<file path="src/rtl/mux_n_pkg.sv">
// Shared types and helpers for the mux_n selector tree and its PISO control stage.
package mux_n_pkg;

    // Largest supported log2 word width.
    localparam int MAX_N = 8;

    // Control states of the parallel-in serial-out stage.
    typedef enum logic {
        IDLE  = 1'b0,
        SHIFT = 1'b1
    } piso_state_t;

    // Reverse the low n bits of v. Bits at and above n come back as zero.
    // The tree decodes its select LSB-at-root, so a bit position must be
    // mirrored before it becomes a select value.
    function automatic logic [7:0] bit_reverse(logic [7:0] v, int n);
        logic [7:0] r;
        r = '0;
        for (int i = 0; i < MAX_N; i++) begin
            if (i < n) begin
                r[i] = v[n - 1 - i];
            end
        end
        return r;
    endfunction

endpackage

</file>
<file path="src/rtl/mux_n.sv">
// Binary 2**N:1 selector tree. The first reduction level (adjacent bit pairs)
// is steered by sel[N-1], and the final level (top-level halves) by sel[0].
module mux_n
    import mux_n_pkg::*;
#(
    parameter int N = 3
) (
    input  logic [(1 << N) - 1:0]   data_in,
    input  logic [(N > 0 ? N : 1) - 1:0] sel,
    output logic                    data_out
);

    localparam int W = 1 << N;

    if (N == 0) begin : g_single
        // A one-bit word needs no selection; the select input carries nothing.
        logic unused_sel;
        assign unused_sel = ^sel;
        assign data_out   = data_in[0];
    end else begin : g_tree
        for (genvar j = 0; j < N; j++) begin : g_lvl
            localparam int OW = W >> (j + 1);
            logic [2*OW-1:0] src;
            logic [OW-1:0]   v;

            if (j == 0) begin : g_leaf
                assign src = data_in;
            end else begin : g_node
                assign src = g_lvl[j-1].v;
            end

            // Each level halves the candidates using one select bit, deepest select bit first.
            for (genvar i = 0; i < OW; i++) begin : g_pair
                assign v[i] = sel[N-1-j] ? src[2*i+1] : src[2*i];
            end
        end
        assign data_out = g_lvl[N-1].v[0];
    end

endmodule

</file>
<file path="src/rtl/piso_mux_n.sv">
// Parallel-in serial-out control stage around the mux_n selector tree.
// Captures a 2**N-bit word on an input handshake and emits it one bit per
// output handshake, with no bubble between back-to-back words.
module piso_mux_n
    import mux_n_pkg::*;
#(
    parameter int N         = 3,
    parameter int MSB_FIRST = 0
) (
    input  logic                  clk,
    input  logic                  rst,
    input  logic [(1 << N) - 1:0] in_data,
    input  logic                  in_valid,
    output logic                  in_ready,
    output logic                  ser_bit,
    output logic                  ser_valid,
    input  logic                  ser_ready,
    output logic                  ser_last,
    output logic                  busy
);

    localparam int W  = 1 << N;
    localparam int IW = (N > 0) ? N : 1;
    localparam logic [IW-1:0] LAST_IDX = IW'(W - 1);

    piso_state_t   state_q, state_d;
    logic [IW-1:0] idx_q, idx_d;
    logic [W-1:0]  word_q, word_d;

    logic [IW-1:0] pos;
    logic [IW-1:0] sel;
    logic          tree_bit;
    logic          is_last;
    logic          accept;
    logic          beat;

    // Map the beat index to a word bit position, then mirror it for the tree's select order.
    always_comb begin
        pos     = (MSB_FIRST != 0) ? (LAST_IDX - idx_q) : idx_q;
        sel     = IW'(bit_reverse(8'(pos), N));
        is_last = (idx_q == LAST_IDX);
    end

    mux_n #(.N(N)) u_sel (
        .data_in  (word_q),
        .sel      (sel),
        .data_out (tree_bit)
    );

    // Handshake outputs; reset forces every output low regardless of the stored state.
    always_comb begin
        in_ready  = 1'b0;
        ser_valid = 1'b0;
        ser_last  = 1'b0;
        busy      = 1'b0;
        ser_bit   = 1'b0;
        if (!rst) begin
            if (state_q == IDLE) begin
                in_ready = 1'b1;
            end else begin
                ser_valid = 1'b1;
                busy      = 1'b1;
                ser_bit   = tree_bit;
                ser_last  = is_last;
                in_ready  = is_last && ser_ready;
            end
        end
        accept = in_valid && in_ready;
        beat   = ser_valid && ser_ready;
    end

    // Next state: capture on accept, advance on each beat, reload on a last-beat accept.
    always_comb begin
        state_d = state_q;
        idx_d   = idx_q;
        word_d  = word_q;
        case (state_q)
            IDLE: begin
                if (accept) begin
                    word_d  = in_data;
                    idx_d   = '0;
                    state_d = SHIFT;
                end
            end
            SHIFT: begin
                if (beat) begin
                    if (!is_last) begin
                        idx_d = idx_q + IW'(1);
                    end else if (accept) begin
                        word_d = in_data;
                        idx_d  = '0;
                    end else begin
                        state_d = IDLE;
                    end
                end
            end
            default: begin
                state_d = IDLE;
            end
        endcase
    end

    // State, index and word registers with synchronous reset that drops any partial word.
    always_ff @(posedge clk) begin
        if (rst) begin
            state_q <= IDLE;
            idx_q   <= '0;
            word_q  <= '0;
        end else begin
            state_q <= state_d;
            idx_q   <= idx_d;
            word_q  <= word_d;
        end
    end

endmodule

</file>
<file path="config.mk">
export PLATFORM = sky130hd
export DESIGN_NAME = piso_mux_n
export DESIGN_NICKNAME = d
export VERILOG_FILES = /design/src/rtl/mux_n_pkg.sv /design/src/rtl/mux_n.sv /design/src/rtl/piso_mux_n.sv
export SDC_FILE = /design/constraint.sdc
export NUM_CORES = 1
export LEC_CHECK = 0
export CAP_MARGIN = 0
export CORE_MARGIN = 2
export CORE_UTILIZATION = 38
export CTS_BUF_LIST = sky130_fd_sc_hd__clkbuf_16
export DETAILED_ROUTE_END_ITERATION = 16
export GPL_ROUTABILITY_DRIVEN = 1
export REMOVE_ABC_BUFFERS = 1
export SLEW_MARGIN = 20
export SYNTH_ARGS = -nofsm -noshare
export SYNTH_HDL_FRONTEND = slang
export SYNTH_SLANG_ARGS = --single-unit
</file>
<file path="constraint.sdc">
create_clock -name clk -period 2 [get_ports clk]
set_clock_uncertainty 0.1 [all_clocks]
set_input_delay 0.4 -clock clk [delete_from_list [all_inputs] [get_ports clk]]
set_output_delay 0.4 -clock clk [all_outputs]
set_load 0.02 [all_outputs]
</file>
==> results.cfg <==
[synth]
synth_most_common_cell = dfxtp_1
synth.top_cells.by_area = dfxtp_1, nand2b_1, nand3_1, o21ai_1, o41ai_4
synth_adder_area_share_pct = 3.87
synth_edf_count = 0
synthFlopType = dfxtp_1
synth_top_area_share_pct = 37.1
synth-simple-area-share_pct = 28.2
async_reset_ff_share_pct = 0
syn-cell-area_sq_um = 647
synthXorXnorAreaFrac_pct = 1.35
synth.area.mux_share_pct = 6.58
synth_top_family_by_area = simple AND/OR/NAND/NOR gates
synth_seq_cells = 12
synth_compound_area_share_pct = 15.7
ys.warnings.count = 0
synth_largest_area_cell = dfxtp_1
avgSynthCellArea_sq_um = 9.51
syn_inst = 68
synth.distinct_cells = 25
ys_seq_area_share_pct = 37.1
synth_commonest_cells = dfxtp_1, nand3_1, nand2b_1, o21ai_1, nor2_1

[worst_setup_path]
r2r-end = idx_q[0]
reg2reg_depth = 6
critPathArrivalTime_ns = 1.47
cp_data_required_time_ns = 1.50
r2r_start = idx_q[0]
r2r_slack_ns = 0.33
critPathMaxFanout = 2
start_kind = flip-flop
cp-end-kind = output port
crit_type = reg2out

[clock_network]
cts_sinks = 12
hold_buffers = 0
root_buffer = clkbuf_16
clkTransAtPathRegs_ns = 0.04
cts_tree = built
clk_latency_ns = 0.24
cts_buffer_depth = 2
htree_levels = 1
cts_inserted_buffers = 3

[pwr]
power_frac_comb_pct = 12.9
seqPwrFrac_pct = 36.9
p_leak_nw = 0.390
power.internal_w = 0.000565
p_sw_w = 0.000144
p_sw_share_pct = 20.3
ir_drop_mv = 0.563
pwr-share-clk_pct = 50.2
p_per_area_mw_per_mm2 = 761
total_power_w = 0.000708

[route]
drt_iter0_markers = 8
dr.pass1.iters = 4
drc_errors = 0
wl_microns = 1340
wl_per_cell_microns = 12.4
dr_total_vias = 568
ant_nets = 0
vias_per_cell = 5.26

[timing]
fin_crit_sh_pct = 98.5
worst_pin_slew_ns = 0.235
fmax_mhz = 508
whs_ns = 0.364
hold_viol_final = 0
slew_viol_final = 0
fin_crit_ns = 1.97
fin_ws_ns = 0.0309
setup_viol = 0
slew_headroom_pct = 84.2
rsz0062_at_grt = false

[global_route]
grt_max_degree = 16
grt_pass1_wl_microns = 2230
overflow = 0
grt_pass1_vias = 543
grtUsageTotal_pct = 15.8
antenna_found_initial = 0

[floorplanning]
die_w_microns = 45.3
ios = 17
die-area_sq_mm = 0.00205
start_util_pct = 41.5
core_sq_mm = 0.00156
rows = 14
die_y_microns = 45.3

[layout]
n_fill_cell = 141
drive_gt1_share_pct = 25.0
layout-area-overhead-vs-synth_pct = 43.9
regArea_sq_um = 241
nets = 108
multi_input_area_sq_um = 364
diodes = 0
stdcell_count = 108

[job]
drv_cap = 0

[worst_hold_path]
hold_class = reg2reg
min_from = word_q[3]
hold_path_depth = 2
hold_end = word_q[3]

[place]
gp_congestion = 0.709
dpl_worst_slack_ns = -0.295
place.port_buffers = 16
dp_hpwl_microns = 993
place_inst = 105

[run_status]
outcome = completed
==> layout by cell type, fill, tap and decap left out, types with 2 or more instances in the layout <==
master | Yosys | routed
nor2_1 | 4 | 4
ha_1 | 2 | 2
dlygate4sd2_1 | 0 | 2
clkdlybuf4s50_1 | 0 | 11
clkbuf_16 | 0 | 3
buf_4 | 1 | 10
mux2i_1 | 2 | 2
nand2_1 | 2 | 2
inv_1 | 2 | 2
nand2b_1 | 8 | 8
o21ai_1 | 8 | 8
dfxtp_1 | 12 | 11
nor2b_1 | 2 | 2
nand3_1 | 10 | 10
==> kinds of logic after synthesis <==
group / after synthesis
multiplexers: 3
flip-flops: 12
XOR/XNOR: 1
adder cells (fa/ha/maj): 2
AO/OA/AOI/OAI: 12
buffers and inverters: 7
AND/OR/NAND/NOR: 31
==> worst max-delay path, stage by stage (launching register included) <==
cell	delay, ns
dfxtp_2	0.33
mux4_2	0.48
nor2_1	0.08
and4b_1	0.19
buf_2	0.15
==> sequential cells by signal, summed over array words and instances, names as in the netlist <==
| signal | cells |
|---|---|
| idx_q | 3 |
| state_q | 1 |
| word_q | 8 |
==> stage by stage <==
step | TNS (ns) | cell area (sq um) | utilization (%)
5_1_grt | 0 | 931 | 59.7
4_1_cts | 0 | 932 | 59.8
2_1_floorplan | 0 | 608 | -
3_5_place_dp | -1.18 | 863 | 55.4
6_report | 0 | 931 | 59.7
3_3_place_gp | -1.15 | 863 | 55.4
==> repair_timing <==
action                                  in CTS  in global routing
buffers inserted                             0                  0
pin swaps                                    0                  0
endpoints found under the setup margin       5                  3
gates resized for setup                     10                  4
==> how the worst max path moves through the flow <==
stage	startpoint	end	slack (ns)	cells after the start
finish	idx_q[2]	ser_bit	0.03	4
CTS	idx_q[2]	ser_bit	0.002	4
global route	rst	ser_last	0.003	4
detailed placement	rst	ser_bit	-0.30	4
global placement	rst	ser_bit	-0.29	4
floorplan	rst	ser_bit	0.08	2
==> routing by layer <==
layer  GRT usage, %  vias up  part of all wire (%)
met3           3.60        4                   5.4
met1           17.7      264                    46
met2           26.3       17                    46
li1               -      283                     -
met4           10.6        0                   2.3
met5              0        -                     0
==> area by class of cell <==
type	count	share of cell area (%)
tap	16	2.15
inverter	2	0.806
timing repair buffer	26	23.9
sequential	12	25.9
multi-input combinational	49	39.1
clock buffer	3	8.06
==> power by group through the flow <==
| stage | combinational [W] | clock, W | sequential (W) |
|---|---|---|---|
| after global routing | 0.0000989 | 0.000377 | 0.000263 |
| after floorplan | 0.0000423 | 0 | 0.000264 |
| final | 0.0000917 | 0.000355 | 0.000261 |
| after detailed placement | 0.0000944 | 0 | 0.000265 |
| after CTS | 0.0000931 | 0.000361 | 0.000261 |
| after global placement | 0.0000931 | 0 | 0.000265 |
Power figures use the tool's default switching activity.
